==> src/rtl/wb_spi_burst_master.sv <==
// wb_spi_burst_master
// Wishbone classic master engine behind the SPI slave frame layer. It takes one
// command (read/write, start word address, beat count) and runs it as a string
// of single-beat Wishbone cycles with word-address auto-increment. Write data
// streams in and read data streams out through valid/ready handshakes.
// After a bus error the rest of the burst is skipped but the data streams keep
// their full length, so the SPI frame stays intact.
// Optional build macro: WB_SPI_BURST_TIMEOUT_EN adds a per-beat ack/err timeout.
//
// Handshake semantics (cmd, wdat, rdat): a transfer happens on a rising clk edge
// where valid and ready are both high; a producer holds valid and its payload
// stable until that edge, and ready never depends combinationally on valid.
module wb_spi_burst_master #(
    parameter int ADR_W   = 24,
    parameter int DAT_W   = 32,
    parameter int LEN_W   = 4,
    parameter int TIMEOUT = 255
) (
    input  logic                                  clk,
    input  logic                                  rst_n,
    input  logic                                  cmd_vld,
    output logic                                  cmd_rdy,
    input  logic                                  cmd_we,
    input  logic [ADR_W-1:0]                      cmd_adr,
    input  logic [LEN_W-1:0]                      cmd_len,
    input  logic                                  wdat_vld,
    output logic                                  wdat_rdy,
    input  logic [DAT_W-1:0]                      wdat,
    output logic                                  rdat_vld,
    input  logic                                  rdat_rdy,
    output logic [DAT_W-1:0]                      rdat,
    output logic                                  o_wb_cyc,
    output logic                                  o_wb_stb,
    output logic                                  o_wb_we,
    output logic [ADR_W+$clog2(DAT_W/8)-1:0]      o_wb_adr,
    output logic [DAT_W-1:0]                      o_wb_dat,
    output logic [DAT_W/8-1:0]                    o_wb_sel,
    input  logic                                  i_wb_ack,
    input  logic                                  i_wb_err,
    input  logic [DAT_W-1:0]                      i_wb_dat,
    output logic                                  busy,
    output logic                                  done,
    output logic                                  err
);

    localparam int BSEL  = $clog2(DAT_W/8);
    localparam int WB_AW = ADR_W + BSEL;

    localparam logic [1:0] IDLE  = 2'd0;
    localparam logic [1:0] FETCH = 2'd1;
    localparam logic [1:0] REQ   = 2'd2;

    // Elaboration-time parameter sanity checks.
    generate
        if (!(DAT_W == 8 || DAT_W == 16 || DAT_W == 32 || DAT_W == 64)) begin : g_bad_dat_w
            $error("wb_spi_burst_master: DAT_W must be 8, 16, 32 or 64");
        end
        if (TIMEOUT < 1 || TIMEOUT > 65535) begin : g_bad_timeout
            $error("wb_spi_burst_master: TIMEOUT must be in 1..65535");
        end
    endgenerate

    logic [1:0]       state;
    logic             we_q;       // direction of the running burst
    logic             skip_q;     // set after error/timeout: no more bus cycles
    logic [ADR_W-1:0] adr_q;      // word address of the current beat
    logic [LEN_W-1:0] left_q;     // beats remaining after the current one

    logic fetch_go;   // FETCH may finish: data in hand (write) or slot free (read)
    logic resp;       // current bus cycle ends this clock
    logic bad;        // the ending cycle is a failure (error or timeout)
    logic beat_end;   // current beat completes this clock
    logic to_hit;     // per-beat timeout expired

`ifdef WB_SPI_BURST_TIMEOUT_EN
    logic [15:0] to_cnt;

    assign to_hit = (state == REQ) && (to_cnt == 16'(TIMEOUT - 1));

    // Count REQ cycles without a response; REQ is always entered from FETCH.
    always_ff @(posedge clk or negedge rst_n) begin
        if (!rst_n) begin
            to_cnt <= '0;
        end else if (state == FETCH) begin
            to_cnt <= '0;
        end else if (state == REQ && !i_wb_ack && !i_wb_err) begin
            to_cnt <= to_cnt + 16'd1;
        end
    end
`else
    assign to_hit = 1'b0;
`endif

    assign o_wb_sel = '1;
    assign wdat_rdy = (state == FETCH) && we_q;

    assign fetch_go = (state == FETCH) && (we_q ? wdat_vld : (!rdat_vld || rdat_rdy));
    assign resp     = (state == REQ) && (i_wb_ack || i_wb_err || to_hit);
    assign bad      = i_wb_err || (to_hit && !i_wb_ack);
    assign beat_end = resp || (fetch_go && skip_q);

    // Main sequencer: command accept, beat fetch, bus request and response.
    always_ff @(posedge clk or negedge rst_n) begin
        if (!rst_n) begin
            state    <= IDLE;
            we_q     <= 1'b0;
            skip_q   <= 1'b0;
            adr_q    <= '0;
            left_q   <= '0;
            cmd_rdy  <= 1'b0;
            busy     <= 1'b0;
            done     <= 1'b0;
            err      <= 1'b0;
            rdat     <= '0;
            rdat_vld <= 1'b0;
            o_wb_cyc <= 1'b0;
            o_wb_stb <= 1'b0;
            o_wb_we  <= 1'b0;
            o_wb_adr <= '0;
            o_wb_dat <= '0;
        end else begin
            done <= 1'b0;

            // The read slot empties on a transfer; a new beat below may refill it.
            if (rdat_vld && rdat_rdy) begin
                rdat_vld <= 1'b0;
            end

            case (state)
                IDLE: begin
                    if (cmd_vld && cmd_rdy) begin
                        we_q    <= cmd_we;
                        adr_q   <= cmd_adr;
                        left_q  <= cmd_len;
                        skip_q  <= 1'b0;
                        err     <= 1'b0;
                        busy    <= 1'b1;
                        cmd_rdy <= 1'b0;
                        state   <= FETCH;
                    end else begin
                        cmd_rdy <= 1'b1;
                    end
                end

                FETCH: begin
                    if (fetch_go) begin
                        if (!skip_q) begin
                            if (we_q) begin
                                o_wb_dat <= wdat;
                            end
                            o_wb_cyc <= 1'b1;
                            o_wb_stb <= 1'b1;
                            o_wb_we  <= we_q;
                            o_wb_adr <= WB_AW'(adr_q) << BSEL;
                            state    <= REQ;
                        end else if (!we_q) begin
                            // Skipped read beat: pad the stream with all ones.
                            rdat     <= '1;
                            rdat_vld <= 1'b1;
                        end
                    end
                end

                REQ: begin
                    if (resp) begin
                        o_wb_cyc <= 1'b0;
                        o_wb_stb <= 1'b0;
                        o_wb_we  <= 1'b0;
                        if (bad) begin
                            err    <= 1'b1;
                            skip_q <= 1'b1;
                            if (!we_q) begin
                                rdat     <= '1;
                                rdat_vld <= 1'b1;
                            end
                        end else if (!we_q) begin
                            rdat     <= i_wb_dat;
                            rdat_vld <= 1'b1;
                        end
                    end
                end

                default: begin
                    state <= IDLE;
                end
            endcase

            // Beat bookkeeping shared by real and skipped beats.
            if (beat_end) begin
                if (left_q == '0) begin
                    state   <= IDLE;
                    done    <= 1'b1;
                    busy    <= 1'b0;
                    cmd_rdy <= 1'b1;
                    skip_q  <= 1'b0;
                end else begin
                    left_q <= left_q - 1'b1;
                    adr_q  <= adr_q + 1'b1;
                    state  <= FETCH;
                end
            end
        end
    end

endmodule

==> config.mk <==
export PLATFORM = sky130hd
export DESIGN_NAME = wb_spi_burst_master
export DESIGN_NICKNAME = d
export VERILOG_FILES = /design/src/rtl/wb_spi_burst_master.sv
export SDC_FILE = /design/constraint.sdc
export NUM_CORES = 1
export LEC_CHECK = 0
export ABC_AREA = 1
export BUFFER_PORTS_ARGS = -buffer_cell sky130_fd_sc_hd__buf_2
export CORE_MARGIN = 1.5
export CORE_UTILIZATION = 26
export DETAILED_ROUTE_END_ITERATION = 10
export HOLD_SLACK_MARGIN = 0.08
export PLACE_DENSITY = 0.5
export SLEW_MARGIN = 20
export SYNTH_ARGS = -nofsm -noshare
export SYNTH_HDL_FRONTEND = slang
export SYNTH_SLANG_ARGS = --single-unit
==> constraint.sdc <==
create_clock -name clk -period 2.6 [get_ports clk]
set_input_delay 0.52 -clock clk [delete_from_list [all_inputs] [get_ports clk]]
set_output_delay 0.52 -clock clk [all_outputs]
set_load 0.01 [all_outputs]
Yosys cells after proc, flatten, opt, wreduce, memory -nomap -nowiden
Cells that the tools add are included.
{ "word_totals": {"out_inout_bits": 103, "ff_bits": 127, "input_bits": 100, "word_cells": 107} }
{ "op_classes": {"n_reduce_logical": 21, "add_sub_neg": 2, "n_mux": 55, "n_eq_ne": 13, "bitwise_logic": 1} }
{ "op_table": {"columns": ["cell", "n"], "rows": [
  ["$mux 32", 6],
  ["$mux 24", 4],
  ["$pmux 32 s2", 1],
  ["$mux 1", 30],
  ["$add 24x1->24 const B", 1],
  ["$mux 4", 4],
  ["$reduce_and 4->1", 4],
  ["$ne 2x2->1 const B", 7],
  ["$ne 3x3->1 const B", 4],
  ["$pmux 1 s2", 5],
  ["$mux 2", 4],
  ["$logic_and 1x1->1", 6],
  ["$pmux 2 s3", 1],
  ["$reduce_and 5->1", 1],
  ["$logic_not 4->1", 1],
  ["$reduce_bool 2->1", 2],
  ["$sub 4x1->4 const B", 1],
  ["$logic_or 1x1->1", 3],
  ["$reduce_and 3->1", 1],
  ["$eq 2x1->1 const B", 1],
  ["$eq 2x2->1 const B", 1],
  ["$logic_not 2->1", 1],
  ["$reduce_and 2->1", 1],
  ["$logic_not 1->1", 1],
  ["$not 1->1", 1]
]} }

Logic depth before layout (Yosys ltp)
{ "depth": {"depth_word": 8, "mapped_depth": 11, "mapped_depth_nobuf": 11} }

Worst setup path after synthesis
OpenSTA, ideal clock, no wires.
{ "synth_path": {"kind": "register -> register", "from": "register state[0]", "to": "register rdat[19]", "slack_ns": 0.981, "setup_ns": 0.122, "period_less_slack_ns": 1.619, "arrival_ns": 1.496, "path_buffers": 2, "required_ns": 2.478, "stages_incl_launch_ff": 11, "path_cell_list": "dfrtp_1 inv_1 ha_1 buf_4 inv_2 or2_1 o21ai_1 nor2_2 nand2_4 buf_4 o21ai_1"} }
{ "synth_via": {"elab_chain_cells": 4, "word_cells_on_any_way": 11, "classes_between": "eq/ne (6); mux (1); reduce/logical (4)"} }
{ "synth_rtl": {"columns": ["item", "line", "rtl"], "rows": [
  ["from (decl)", "63", "logic [1:0] state;"],
  ["from (signal assigned)", "105", "state <= IDLE;"],
  ["from (signal assigned)", "139", "state <= FETCH;"],
  ["from (signal assigned)", "155", "state <= REQ;"],
  ["$eq 2x2->1 / $eq 2x1->1 (equally long branches)", "98, 129, 97", null],
  ["$logic_and 1x1->1 (on tied branches)", "98, 97", null],
  ["$ne 2x2->1 (no source line)", null, null],
  ["$reduce_and 5->1 (no source line)", null, null],
  ["to (signal assigned)", "177", "rdat <= i_wb_dat;"],
  ["to (decl)", "31", "output logic [DAT_W-1:0] rdat,"]
]} }
Several ways; a longest one is shown, not always the timed one.
A chain may end at the register's enable or synchronous reset.

Worst setup path after layout
{ "layout_path": {"from": "register state[0]", "to": "register state[0]"} }
{ "layout_via": {"elab_chain_cells": 6, "word_cells_on_any_way": 14, "classes_between": "eq/ne (6); mux (2); reduce/logical (6)"} }
{ "layout_rtl": {"columns": ["item", "line", "rtl"], "rows": [
  ["$eq 2x1->1", "97, 129", null],
  ["$logic_and 1x1->1", "97", "assign fetch_go = (state == FETCH) && (we_q ? wdat_vld : (!rdat_vld || rdat_rdy));"],
  ["$logic_and 1x1->1", "100", "assign beat_end = resp || (fetch_go && skip_q);"],
  ["$logic_or 1x1->1", "100", null],
  ["$ne 3x3->1 (no source line) / $ne 2x2->1 (equally long branches)", null, null],
  ["$reduce_and 4->1 (no source line)", null, null]
]} }
Several ways; a longest one is shown, not always the timed one.

==> results by group <==
Worst hold path
  – Worst hold path class: in2async

Layout
  – FF+latch area: 0.003178 sq mm
  – Most frequent cells in the layout: nand2_1 (260), buf_2 (195), dfrtp_1 (127)
  – Multi-input gate area: 0.003044 sq mm
  – Layout cells sized above 1: 0.2297
  – ANT cells: 0
  – Number of fill cells: 2831
  – Synth-to-layout area growth: 26.30%
  – Commonest non-fill, non-tap cell in the layout: nand2_1
  – Fin nets: 1216
  – Final non-filler cell total: 1458

Global route
  – GRT met3 Usage: 0.03696
  – Largest net degree at the start of global routing: 66
  – Met2 usage: 0.2214
  – Top Usage Layer GRT: met2
  – M1 GR Usage: 0.2047
  – Antenna violations before repair: 1
  – Vias in the first global route: 6010
  – Remaining global-route overflow: 0
  – First-pass GRT wire length: 31.37 mm
  – Total GRT Usage: 0.1473

CTS
  – CTS Sinks: 127
  – Clk slew on worst S/H paths: 60 ps
  – Post-CTS sizing: 0
  – CTS Buf Count: 17
  – Hold-fix buffer count after cts: 0
  – CTS tree: done
  – Worst skew pair latency: 420 ps
  – Clk buf depth: 2
  – Root buffer cell: clkbuf_16
  – CTS H-tree lvls: 4
  – Postcts setup bufs: 0

STA
  – # setup viols final: 0
  – Worst setup margin: 502.0 ps
  – Slew Limit Headroom: 0.5214
  – Hold slack: 84.10 ps
  – Crit path time final: 2098 ps
  – Setup Skew: 9.606 ps
  – Final Hold Viols: 0
  – Unrepaired setup endpoints after global routing: false
  – Worst Tran Pin Value: 716.8 ps
  – Achievable Freq: 476.7 MHz
  – Final period utilization: 0.8069
  – Setup_tns: 0 ps
  – Slew Limit Fails: 0

Synth
  – Register bit count reported by yosys: 127
  – Mean area per synthesized cell: 7.347 sq um
  – Mapped Cells: 935
  – Post-synth EDFFs: 0
  – Netlist Area Pre-Place: 0.006869 sq mm
  – Sequential-to-total area share from yosys stat: 0.4627
  – Post-synth ARST share: 1.000
  – Synth cell types: 32
  – Primary FF master, synth: dfrtp_1
  – Synthesis warning total: 0

Placed design
  – Placer Congestion: 0.7784
  – Dpl cells: 1426
  – HPWL Detailed: 13.99 mm
  – PortBufs: 196
  – Post-Place Worst Slack: 427.0 ps

Drt
  – 1st-pass router iterations: 5
  – Via Count: 6393
  – DRC viols: 0
  – DR WL/cell: 13.73 microns
  – Final WL: 20.01 mm
  – Vias per cell: 4.385
  – Detail Route Antenna Nets: 0
  – Iteration-0 DRC Markers: 381

Floorplanning
  – Chip height: 165.5 microns
  – Rows: 59
  – IO Pins: 203
  – CORE AREA: 0.02598 sq mm
  – Die area: 0.02740 sq mm
  – Initial Util: 0.2643
  – Die width: 165.5 microns

Pwr
  – Combinational power share: 0.456
  – P_leak: 4.514 nW
  – Peak supply drop: 431.3 uV
  – Pint: 0.006273 W
  – Sw Share: 0.4426
  – Power Density: 1297 mW/mm^2
  – Net Switching: 0.004980 W
  – Reg power frac: 0.328
  – Clock power share: 0.216

Critical path
  – Crit path from: state[0]
  – Crit path launch type: register
  – Critical R2R Launch: state[0]
  – Crit path top cell by count: nand2_1
  – CP required: 2910 ps
  – Worst R2R Setup Slack: 500 ps
  – WP depth: 8
  – CP Capture Type: register
  – CP cell instances: inv_1, ha_2, o21ai_1, nand2_1, nand2_2, o21ai_0, nand3_1, nand2_1
  – CP Buf/Inv Count: 1
  – Worst path slowest cell: nand2_2
  – Max FO, Critical Path: 31
  – Max incr delay on CP: 500 ps
  – Critical path type: reg2reg
  – Cell family with most CP delay: simple AND/OR/NAND/NOR gates
  – FF-to-FF path depth: 8
  – WP data arrival: 2400 ps

Run status
  – Outcome: finished clean

Job
  – Maxcap violations: 0
power groups by stage:
stage / Sequential, W / Clock, W / Combinational (W)
after floorplan: 0.00390 / 0 / 0.00339
after global placement: 0.00372 / 0 / 0.00510
after detailed placement: 0.00371 / 0 / 0.00521
after CTS: 0.00370 / 0.00251 / 0.00521
after global routing: 0.00384 / 0.00259 / 0.00595
final: 0.00370 / 0.00243 / 0.00513
Yosys cell counts (2+ instances only):
cell | instances | area, sq um
o21a_1 | 2 | 15.01
nor2_2 | 2 | 12.51
ha_1 | 6 | 75.07
dfrtp_1 | 127 | 3178
a21oi_1 | 35 | 175.2
conb_1 | 2 | 7.510
o211ai_1 | 9 | 67.56
nand3_1 | 51 | 255.2
nand4_1 | 2 | 12.51
nand2_1 | 260 | 975.9
xor2_1 | 13 | 113.9
buf_4 | 18 | 135.1
nand2_2 | 2 | 12.51
clkbuf_1 | 22 | 82.58
nor2_1 | 105 | 394.1
buf_2 | 15 | 75.07
inv_1 | 80 | 300.3
inv_2 | 4 | 15.01
o21ai_1 | 54 | 270.3
o21ai_0 | 110 | 550.5
buf_6 | 5 | 56.30
path summary, 6_finish.rpt:
path                           endpoint
hold / removal                  rdat[7]
setup reg to reg               state[0]
max in group asynchronous       rdat[8]
min in group clk           o_wb_dat[12]
hold reg to reg            o_wb_dat[11]
setup / recovery               state[0]
stage by stage:
| step | power, W | utilization | instance area [sq um] |
|---|---|---|---|
| final | 0.01125 | 0.3339 | 8676 |
| after global routing | 0.01238 | 0.3339 | 8676 |
| after CTS | 0.01142 | 0.3339 | 8676 |
| after detailed placement | 0.008926 | 0.3113 | 8089 |
| after global placement | 0.008816 | 0.3113 | 8089 |
| after floorplan | 0.007291 | - | 6884 |
per-layer routing:
metal  up-vias  routed length, microns
li1       3323                       -
met1      2880                    9849
met2       174                    8712
met3        16                    1148
met4         0                     303
met5         -                       0
cells by family after synthesis:
family          after synthesis  synth area share
xor+xnor                     13           0.01658
compound gates              215            0.1627
fa+ha+maj                     6           0.01093
flops                       127            0.4627
simple gates                428            0.2494
buf+inv                     144           0.09672
other cells                   2          0.001093
state kept, by name (all words and copies together) (netlist names), 2 cells and up:
name	count
o_wb_dat	32
left_q	4
adr_q	24
state	2
o_wb_adr	24
rdat	32
layout make-up:
class	count	share of cell area
flip-flops and latches	127	0.3663
multi-input cells	668	0.3509
repair buffers	212	0.1305
clock buffers	17	0.04903
well taps	335	0.04831
inverters	84	0.03634
clock inverters	15	0.01860
No activity file was read; power rests on OpenSTA's default activity.
